$ cat src/rtl/rf_wr_arbiter.sv
// rf_wr_arbiter: two-requester round-robin write arbiter in front of a
// register-file write port. WE/AW/D are registered one cycle after the grant.
// Optional build macro RF_CLEAR_EN adds a post-reset clear sequence that
// writes zero to every entry before arbitration starts.
module rf_wr_arbiter #(
  parameter int WORDSIZE  = 32,
  parameter int BLOCKSIZE = 32,
  parameter int ADDRSIZE  = $clog2(BLOCKSIZE)
) (
  input  logic                i_clk,
  input  logic                i_rst_n,
  input  logic                i_req0,
  input  logic [ADDRSIZE-1:0] i_addr0,
  input  logic [WORDSIZE-1:0] i_data0,
  output logic                o_gnt0,
  input  logic                i_req1,
  input  logic [ADDRSIZE-1:0] i_addr1,
  input  logic [WORDSIZE-1:0] i_data1,
  output logic                o_gnt1,
  output logic                o_we,
  output logic [ADDRSIZE-1:0] o_aw,
  output logic [WORDSIZE-1:0] o_d,
  output logic                o_busy
);

  logic                r_ptr;       // 0: requester 0 wins a tie, 1: requester 1
  logic                w_arb;       // grants may be issued this cycle
  logic                w_clear_wr;  // clear sequence writes this cycle
  logic [ADDRSIZE-1:0] w_clr_addr;  // address of the clear write
  logic                w_gnt0;
  logic                w_gnt1;
  logic                r_we;
  logic [ADDRSIZE-1:0] r_aw;
  logic [WORDSIZE-1:0] r_d;

`ifdef RF_CLEAR_EN
  typedef enum logic {
    CLEAR = 1'b0,
    ARB   = 1'b1
  } state_t;

  // The counter is one bit wider than the address so it can rest at
  // BLOCKSIZE once every entry is written instead of wrapping to 0. The
  // extra CLEAR cycle at that value keeps BUSY high while the final clear
  // write is on the port, so BUSY falls together with WE.
  localparam logic [ADDRSIZE:0] CLR_END = (ADDRSIZE+1)'(BLOCKSIZE);

  state_t            r_state;
  state_t            w_state_nxt;
  logic [ADDRSIZE:0] r_clr_cnt;
  logic              w_clr_done;

  assign w_clr_done = (r_clr_cnt == CLR_END);
  assign w_clr_addr = r_clr_cnt[ADDRSIZE-1:0];
  assign o_busy     = (r_state == CLEAR);

  // State register; reset always restarts the clear sequence.
  // NOTE: sequential blocks use non-blocking (<=) so every flop samples the
  // pre-edge value of every other flop, independent of block ordering.
  always_ff @(posedge i_clk or negedge i_rst_n) begin
    if (!i_rst_n) r_state <= CLEAR;
    else          r_state <= w_state_nxt;
  end

  // Next-state and per-state controls.
  always_comb begin
    w_state_nxt = r_state;
    w_arb       = 1'b0;
    w_clear_wr  = 1'b0;
    case (r_state)
      CLEAR: begin
        if (w_clr_done) w_state_nxt = ARB;
        else            w_clear_wr  = 1'b1;
      end
      ARB:     w_arb = 1'b1;
      default: w_state_nxt = CLEAR;
    endcase
  end

  // Clear address counter, saturating at BLOCKSIZE.
  always_ff @(posedge i_clk or negedge i_rst_n) begin
    if (!i_rst_n)        r_clr_cnt <= '0;
    else if (w_clear_wr) r_clr_cnt <= r_clr_cnt + 1'b1;
  end
`else
  // Without the clear sequence the block arbitrates from the first cycle.
  assign w_arb      = 1'b1;
  assign w_clear_wr = 1'b0;
  assign w_clr_addr = '0;
  assign o_busy     = 1'b0;
`endif

  // Round-robin grant: a lone requester always wins, a tie goes to r_ptr.
  // Gated by reset so no grant is visible while the block is held in reset.
  // NOTE: every output of a combinational block gets a default first, so no
  // path through the if/case leaves it unassigned and a latch is never built.
  always_comb begin
    w_gnt0 = 1'b0;
    w_gnt1 = 1'b0;
    if (i_rst_n && w_arb) begin
      if (i_req0 && (!i_req1 || !r_ptr)) w_gnt0 = 1'b1;
      else if (i_req1)                   w_gnt1 = 1'b1;
    end
  end

  assign o_gnt0 = w_gnt0;
  assign o_gnt1 = w_gnt1;

  // Priority pointer: after a grant the other requester gets the next tie.
  always_ff @(posedge i_clk or negedge i_rst_n) begin
    if (!i_rst_n)    r_ptr <= 1'b0;
    else if (w_gnt0) r_ptr <= 1'b1;
    else if (w_gnt1) r_ptr <= 1'b0;
  end

  // Registered write port; AW and D hold their value in idle cycles.
  always_ff @(posedge i_clk or negedge i_rst_n) begin
    if (!i_rst_n) begin
      r_we <= 1'b0;
      r_aw <= '0;
      r_d  <= '0;
    end else begin
      r_we <= w_clear_wr | w_gnt0 | w_gnt1;
      if (w_clear_wr) begin
        r_aw <= w_clr_addr;
        r_d  <= '0;
      end else if (w_gnt0) begin
        r_aw <= i_addr0;
        r_d  <= i_data0;
      end else if (w_gnt1) begin
        r_aw <= i_addr1;
        r_d  <= i_data1;
      end
    end
  end

  assign o_we = r_we;
  assign o_aw = r_aw;
  assign o_d  = r_d;

endmodule

$ cat config.mk
export PLATFORM = sky130hd
export DESIGN_NAME = rf_wr_arbiter
export DESIGN_NICKNAME = d
export VERILOG_FILES = /design/src/rtl/rf_wr_arbiter.sv
export SDC_FILE = /design/constraint.sdc
export NUM_CORES = 1
export LEC_CHECK = 0
export CAP_MARGIN = 25
export CORE_MARGIN = 2
export CORE_UTILIZATION = 42
export DETAILED_ROUTE_END_ITERATION = 16
export GPL_ROUTABILITY_DRIVEN = 0
export GPL_TIMING_DRIVEN = 0
export PLACE_DENSITY_LB_ADDON = 0.08
export SETUP_SLACK_MARGIN = 0.4
export SYNTH_ARGS = -nofsm -noshare
export SYNTH_HDL_FRONTEND = slang
export SYNTH_SLANG_ARGS = --single-unit
export TNS_END_PERCENT = 50
$ cat constraint.sdc
create_clock -name i_clk -period 3.1 [get_ports i_clk]
set_input_delay 0.62 -clock i_clk [delete_from_list [all_inputs] [get_ports i_clk]]
set_output_delay 0.62 -clock i_clk [all_outputs]
set_load 0.05 [all_outputs]
# Word-level counts from Yosys, hierarchy flattened
# Cells that the tools add are included.
[totals]
regBits = 39
inputBits = 78
out_inout_bits = 41
word_cells = 21
[op_classes]
muxes = 11
n_bitwise = 1
n_reduce_logical = 5
[op_table]
columns = ["op", "count"]
rows = [
  ["two-way mux 32 bit", 2],
  ["two-way mux 5 bit", 2],
  ["two-way mux 1 bit", 7],
  ["zero test 1 bit", 2],
  ["nonzero test 2 bit", 1],
  ["logical AND 1 bit", 1],
  ["logical OR 1 bit", 1],
  ["OR 1 bit", 1],
]

# Longest topological paths before layout
# Gate-level depths: netlist of the first run.
[logic_depth]
ltp_word = 7
ltp_mapped = 4
mapped_depth_nobuf = 3

# Worst setup path before layout of the first run
# Ideal clock, no wire load.
[synth_timing]
path_type = "input to output"
startpoint = "input i_rst_n"
endpoint = "output o_gnt1"
t_arrival_ps = 1625
required_ps = 2480
slack_ps = 855
cell_stages = 3
path_buffers = 1
cell_sequence = "nand2_2 buf_6 a21oi_1"
[synth_between]
elab_chain_cells = 1
[synth_rtl]
columns = ["element", "line", "text"]
rows = [
  ["start, declared", "11", "input logic i_rst_n,"],
  ["two-way mux 1 bit", "100", "if (i_rst_n && w_arb) begin"],
  ["end, declared", "19", "output logic o_gnt1,"],
]
# Every way passes these cells.

# Final worst setup path of the first run
[layout_timing]
startpoint = "input i_req1"
endpoint = "output o_gnt0"
[layout_between]
elab_chain_cells = 5
[layout_rtl]
columns = ["element", "line", "text"]
rows = [
  ["start, declared", "16", "input logic i_req1,"],
  ["zero test 1 bit", "101", "if (i_req0 && (!i_req1 || !r_ptr)) w_gnt0 = 1'b1;"],
  ["logical OR 1 bit", "101", ""],
  ["logical AND 1 bit", "101", ""],
  ["two-way mux 1 bit", "101", ""],
  ["two-way mux 1 bit", "100", ""],
  ["end, declared", "15", "output logic o_gnt0,"],
]
# Every way passes these cells.

==> results of run 1 <==
worst reg2reg max path: cells and delay by family (launching register included):
family / cells / cell delay (ns)
simple gates: 2 / 0.20
buf+inv: 1 / 0.32
mux: 1 / 0.33
flops: 1 / 0.36
stage by stage:
step	util	setup TNS, ns	worst slack (ns)	area, um2	total power, mW
2_1_floorplan	-	0	0.855	2210	1.28
3_3_place_gp	0.679	-26.88	-1.66	3470	1.60
3_5_place_dp	0.682	0	0.0453	3480	1.61
4_1_cts	0.701	0	0.309	3580	2.00
5_1_grt	0.700	0	0.385	3570	2.06
6_report	0.700	0	0.531	3570	1.97
kinds of logic (layout without fill, tap and decap cells):
logic type      after synthesis  count (layout)
mux                          74              74
buf+inv                      11             137
compound gates                1               1
flops                        39              39
other cells                   1               1
simple gates                  6               6
report_power, final:
group          switching [mW]  internal [mW]
sequential             0.0507          0.599
combinational           0.468          0.477
clock                   0.173          0.203
how the worst max path moves through the flow:
stage,startpoint,endpoint,slack (ns),cells after the start
2_1_floorplan,i_rst_n,o_gnt1,0.86,3
3_3_place_gp,i_rst_n,o_gnt0,-1.66,5
3_5_place_dp,i_req1,o_gnt0,0.05,6
4_1_cts,i_req1,o_gnt0,0.31,6
5_1_grt,i_req1,o_gnt0,0.38,6
6_report,i_req1,o_gnt0,0.53,6
layer usage:
| layer | global-route usage | part of all wire | vias to the layer above |
|---|---|---|---|
| met2 | 0.262 | 0.47 | 72 |
| met3 | 0.0592 | 0.059 | 8 |
| met4 | 0.0564 | 0.016 | 0 |
| met5 | 0 | 0 | - |
| li1 | - | - | 709 |
| met1 | 0.242 | 0.45 | 717 |
cell usage after synthesis:
library cell	instances
sky130_fd_sc_hd__inv_1	2
sky130_fd_sc_hd__nand2_1	4
sky130_fd_sc_hd__buf_4	4
sky130_fd_sc_hd__dfrtp_1	39
sky130_fd_sc_hd__nand3_1	1
sky130_fd_sc_hd__mux2_4	74
sky130_fd_sc_hd__a21oi_1	1
sky130_fd_sc_hd__buf_6	4
sky130_fd_sc_hd__conb_1	1
sky130_fd_sc_hd__nand2_2	1
sky130_fd_sc_hd__buf_2	1
sequential cells by signal, summed over array words and instances, names as in the netlist:
| signal | cells |
|---|---|
| o_d | 32 |
| o_aw | 5 |
| o_we | 1 |
| r_ptr | 1 |
timing repair:
item	CTS	global route
endpoints found under the setup margin	2	2
cloned	0	0
resized for setup	2	4
cell type report:
type,instances,area (um2),area share
Clock buffer,8,100,0.0280
Buffer,9,80.1,0.0224
Sequential cell,39,976,0.273
Inverter,2,7.51,0.00210
Timing Repair Buffer,118,1180,0.329
Tap cell,70,87.6,0.0245
Multi-Input combinational cell,82,1150,0.321
==> run summary, run 1 <==
### Floorplanning
• **number of placed I/O pins** 119
• **starting density of the core** 0.433
• **Die Span Y** 76.5 um
• **Core Box Area** 5110 um2
• **overall die area** 5860 um2
• **number of placement rows** 26
• **x dimension of the die** 76.5 um

### Timing
• **worst-case headroom to the max-slew limit** 0.646
• **Final min period** 2.57 ns
• **Fin Hold WS** 0.125 ns
• **Hold Vio Cnt, Final** 0
• **fin. max-slew vios** 0
• **Achievable Freq** 389 MHz
• **final worst-path cycle share** 0.829
• **setup repair after global routing missed its margin** true
• **final setup fails** 0
• **worst slew pin tran** 0.529 ns
• **largest clock skew in the final design** 0.00704 ns

### Critical path
• **CP max FO** 10
• **endpoint class of the critical path** output port
• **type of the worst setup path** input port to output port
• **gate family responsible for the most delay along the worst path** buffers and inverters
• **arrival time at the worst endpoint** 1.95 ns
• **depth of the most critical reg-to-reg path** 4
• **Critical R2R Launch** r_ptr
• **Cell Chain, Critical Path** clkdlybuf4s50_1, nand2_1, nand3_1, buf_2, inv_1, clkbuf_2
• **CP max-delay cell** sky130_fd_sc_hd__clkdlybuf4s50_1
• **startpoint class of the critical path** input port
• **required time at the worst-slack endpoint** 2.48 ns
• **critical register-to-register path endpoint** o_d[20]
• **max incr delay on CP** 0.49 ns
• **register-to-register setup slack** 1.78 ns
• **Critical path buffers and inverters** 4

### Yosys
• **Synth Area in Adders** 0
• **area share of xor/xnor cells in the synthesized design** 0
• **Syn Inst Count** 132
• **Post-Synthesis Net Count** 210
• **cell type with the largest total area after synthesis** sky130_fd_sc_hd__mux2_4
• **part of the Yosys area used for sequential elements** 0.442
• **fraction of post-synthesis cell area in the top cell type by area** 0.503
• **Mapped Area** 2210 um2
• **Compound-Gate Fraction of Synth Area** 0.00227
• **area share of and/or/nand/nor cells after synthesis** 0.0119
• **proportion of synthesized area in mux cells** 0.503
• **number of flip-flops and latches in the synthesized netlist** 39
• **count of different cell masters after synthesis** 11
• **Syn Area/Cell** 16.7 um2
• **cells taking the most area after synthesis** sky130_fd_sc_hd__mux2_4 (50%), sky130_fd_sc_hd__dfrtp_1 (44%), sky130_fd_sc_hd__buf_6 (2.0%), sky130_fd_sc_hd__buf_4 (1.4%), sky130_fd_sc_hd__nand2_1 (0.68%)
• **main combinational cell family by area after synthesis** multiplexers
• **Synthesis Warnings** 0

### Detailed routing
• **number of optimization iterations in the first detailed-route pass** 4
• **WL per Instance** 14.8 um
• **final routed DRC violation total** 0
• **total number of vias** 1506
• **Initial DRC Count** 24
• **count of nets left with antenna violations after detail routing** 0
• **post-DR vias/cell** 4.59
• **post-detailed-routing wire length** 4870 um

### Outcome
• **outcome** complete, no violations

### Layout
• **number of nets in the layout** 335
• **Layout Cells excl Fill** 328
• **leading cell type in the layout, fill and taps excluded** sky130_fd_sc_hd__clkdlybuf4s50_1
• **fraction of layout instances using a drive strength above 1** 0.368
• **commonest non-fill, non-tap cells in the layout** sky130_fd_sc_hd__clkdlybuf4s50_1 (114), sky130_fd_sc_hd__mux2_4 (74), sky130_fd_sc_hd__dfrtp_1 (39)
• **Fillers** 371
• **number of inserted diodes** 0
• **Area growth syn-to-layout** 61.7%

### Global route
• **global-route wire length before repair** 8000 um
• **number of global-route vias before repair** 1573
• **largest net degree at the start of global routing** 40
• **number of antenna violations at the first check in global routing** 0
• **GRT overflow** 0
• **GRT Total Usage** 0.176

### Clocking
• **Root Driver** sky130_fd_sc_hd__clkbuf_8
• **deepest level of the CTS H-tree** 2
• **Longest Clk Path Bufs** 2
• **Num CTS Buffers** 5
• **clock slew seen by the registers of the worst setup and hold paths** 0.07 ns
• **Skew-Pair Late Insertion Delay** 0.29 ns
• **hold bufs inserted after CTS** 0
• **Post-CTS Setup Inserts** 0
• **TritonCTS clock tree** done
• **clk sink count** 39

### Place
• **# placed instances** 320
• **post-detail-place hpwl** 3610 um
• **number of I/O port buffers** 117

### Pwr
• **worst IR drop on VDD** 0.000277 V
• **leakage power** 1.73 nW
• **total power per unit cell area** 552 nW/um2

### Worst hold path
• **type of the most critical hold path** input port to async pin

### Flow run
• **count of maximum capacitance violations** 0

Power figures use the tool's default switching activity.
==> run 2: changes to the inputs <==
--- a/config.mk
+++ b/config.mk
@@ -7,7 +7,7 @@
 export LEC_CHECK = 0
 export CAP_MARGIN = 25
 export CORE_MARGIN = 2
-export CORE_UTILIZATION = 42
+export CORE_UTILIZATION = 39
 export DETAILED_ROUTE_END_ITERATION = 16
 export GPL_ROUTABILITY_DRIVEN = 0
 export GPL_TIMING_DRIVEN = 0
==> constraint.sdc (replaced) <==
create_clock -name i_clk -period 2.6 [get_ports i_clk]
set_input_delay 0.52 -clock i_clk [delete_from_list [all_inputs] [get_ports i_clk]]
set_output_delay 0.52 -clock i_clk [all_outputs]
set_load 0.05 [all_outputs]
==> run 2 against run 1 <==
Net effect: sequential share of layout area down 0.29 points; critical endpoint is now o_gnt1; sequential power up 19%; clock skew down 0.0021 ns; flip-flop and latch count unchanged; via count up 1.6%; hold slack worse by 0.099 ns; core utilization down 4.0 points; design area up 1.1%; register-to-register slack worse by 0.55 ns; clock-buffer cell count down 3.
==> run summary, run 2 (synthesis results as in run 1) <==
### Critical path
• **depth of the most critical reg-to-reg path** 5, +1
• **Critical path buffers and inverters** 3, -1
• **CP max FO** 10, unchanged
• **worst setup path start** i_req1
• **type of the worst setup path** input port to output port
• **required time at the worst-slack endpoint** 2.08 ns, -0.40 ns
• **critical register-to-register path endpoint** o_d[23]
• **last element of the critical path** o_gnt1
• **startpoint class of the critical path** input port
• **Cell Chain, Critical Path** clkdlybuf4s50_1, nand2_2, buf_8, a21oi_1, buf_4
• **CP max-delay cell** sky130_fd_sc_hd__clkdlybuf4s50_1
• **gate family responsible for the most delay along the worst path** buffers and inverters
• **Critical R2R Launch** r_ptr
• **stages on the worst setup path** 5, -1
• **arrival time at the worst endpoint** 1.63 ns, -0.32 ns
• **endpoint class of the critical path** output port
• **register-to-register setup slack** 1.23 ns, -0.55 ns
• **max incr delay on CP** 0.50 ns, about the same

### Detailed routing
• **DR WL met2** 2360 um, +2.3%
• **met3 WL** 394 um, +37%
• **count of nets left with antenna violations after detail routing** 0, unchanged
• **number of optimization iterations in the first detailed-route pass** 4, unchanged
• **final routed DRC violation total** 0, unchanged
• **highest routing layer actually used** met4
• **total number of vias** 1530, +1.6%
• **post-DR vias/cell** 4.57, -0.53%
• **M1 wire length** 2190 um, -0.27%
• **Initial DRC Count** 47, +96%
• **WL per Instance** 14.9 um, +0.53%
• **post-detailed-routing wire length** 5000 um, +2.7%

### Place
• **post-detail-place hpwl** 3600 um, -0.24%
• **number of I/O port buffers** 117, unchanged
• **post-placement worst setup slack** -0.240 ns, -0.285 ns
• **area after detailed placement** 3490 um2, about the same

### Floorplanning
• **x dimension of the die** 79.3 um, +3.6%
• **Die Span Y** 79.3 um, +3.6%
• **number of placed I/O pins** 119, unchanged
• **number of placement rows** 27, +3.8%
• **overall die area** 6280 um2, +7.3%
• **starting density of the core** 0.404, -0.0289
• **Core Box Area** 5470 um2, +7.2%

### Layout
• **fraction of layout instances using a drive strength above 1** 0.384, +0.0158
• **number of inserted diodes** 0, unchanged
• **leading cell type in the layout, fill and taps excluded** sky130_fd_sc_hd__clkdlybuf4s50_1
• **Largest register FFs** 32, unchanged
• **commonest non-fill, non-tap cells in the layout** sky130_fd_sc_hd__clkdlybuf4s50_1 (114), sky130_fd_sc_hd__mux2_4 (74), sky130_fd_sc_hd__dfrtp_1 (39)
• **design area** 3610 um2, +1.1%
• **Area growth syn-to-layout** 63.5%
• **final core occ** 0.660, -0.0396
• **number of nets in the layout** 340, +1.5%

### Timing
• **setup_tns** 0 ns, unchanged
• **worst slew pin tran** 0.529 ns, -0.000159 ns
• **Hold Vio Cnt, Final** 0, unchanged
• **worst-case headroom to the max-slew limit** 0.646, about the same
• **Final Worst Setup Slack** 0.446 ns, -0.0853 ns
• **setup repair after global routing missed its margin** false
• **final worst-path cycle share** 0.829
• **final setup fails** 0, unchanged
• **Final min period** 2.15 ns
• **Achievable Freq** 464 MHz
• **largest clock skew in the final design** 0.00498 ns, -0.00206 ns
• **fin. max-slew vios** 0, unchanged

### Pwr
• **Comb pwr share** 0.496, +0.016
• **Sw Pwr** 829 uW, +20%
• **Switching Share** 0.360, +0.00867
• **Power Internal** 1.47 mW, +15%
• **overall power of the completed layout** 2.30 mW, +17%
• **leakage power** 1.75 nW, +1.4%
• **relative contribution of sequential cells to total power** 0.336, +0.007
• **total power per unit cell area** 638 nW/um2, +16%
• **worst IR drop on VDD** 0.000323 V, +16%
• **clock network fraction of total power** 0.169, -0.022

### Global route
• **global-route wire length before repair** 7650 um, -4.3%
• **GRT Total Usage** 0.158, -0.0184
• **number of antenna violations at the first check in global routing** 0, unchanged
• **number of global-route vias before repair** 1582, +0.57%
• **GRT overflow** 0, unchanged
• **largest net degree at the start of global routing** 40, unchanged

### Clocking
• **Root Driver** sky130_fd_sc_hd__clkbuf_8
• **TritonCTS clock tree** done
• **clk sink count** 39, unchanged
• **clock slew seen by the registers of the worst setup and hold paths** 0.07 ns, about the same
• **deepest level of the CTS H-tree** 2, unchanged
• **Num CTS Buffers** 5, unchanged
• **Longest Clk Path Bufs** 2, unchanged
• **Skew-Pair Late Insertion Delay** 0.29 ns, about the same
• **hold bufs inserted after CTS** 0, unchanged

### Worst hold path
• **type of the most critical hold path** input port to async pin

### Flow run
• **count of maximum capacitance violations** 0, unchanged

### Outcome
• **outcome** complete, no violations

[run 2: cell count changes in the layout (fill, tap and decap cells not counted), sizes merged]
cell / before / now
buf: 11 / 18
clkbuf: 10 / 5
clkinv: 0 / 3
[run 2: timing repair]
action,in CTS,in global routing
hold endpoints to repair,0,0
resized for setup,15,0
setup buffers,1,4
endpoints found under the setup margin,2,1
[run 2: power by group through the flow]
stage	Sequential, mW	Clock [mW]	Combinational, mW
after floorplan	1.15	0	0.372
after global placement	0.781	0	1.13
after detailed placement	0.783	0	1.14
after CTS	0.774	0.409	1.15
after global routing	0.784	0.434	1.19
final	0.773	0.389	1.14
[run 2: cell type report]
class	instances	area, um2
buffer	9	90.1
clock buffer	5	68.8
clock inverter	3	15.0
fill	445	1860
inverter	2	7.51
multi-input combinational	82	1150
sequential	39	976
tap	72	90.1
timing repair buffer	123	1220
[run 2: stage by stage]
stage / cells / hold slack (ns)
floorplan: 132 / 0.224
global placement: 321 / 0.487
detailed placement: 322 / 0.330
CTS: 331 / 0.0181
global route: 335 / 0.0138
finish: 335 / 0.0264
[run 2: worst min path at each step]
stage                  from  endpoint  slack [ns]  cells past startpoint
CTS                 i_rst_n   o_d[17]        0.02                      1
detailed placement  i_rst_n   o_d[17]        0.33                      1
global placement      r_ptr     r_ptr        0.49                      2
floorplan           i_rst_n   o_aw[0]        0.22                      0
finish              i_rst_n   o_d[17]        0.03                      1
global route        i_rst_n   o_d[17]        0.01                      1
[run 2: per-layer routing]
metal / vias up / GRT usage
met4: 0 / 0.0466
met5: - / 0
li1: 722 / -
met2: 69 / 0.258
met3: 5 / 0.0511
met1: 734 / 0.199
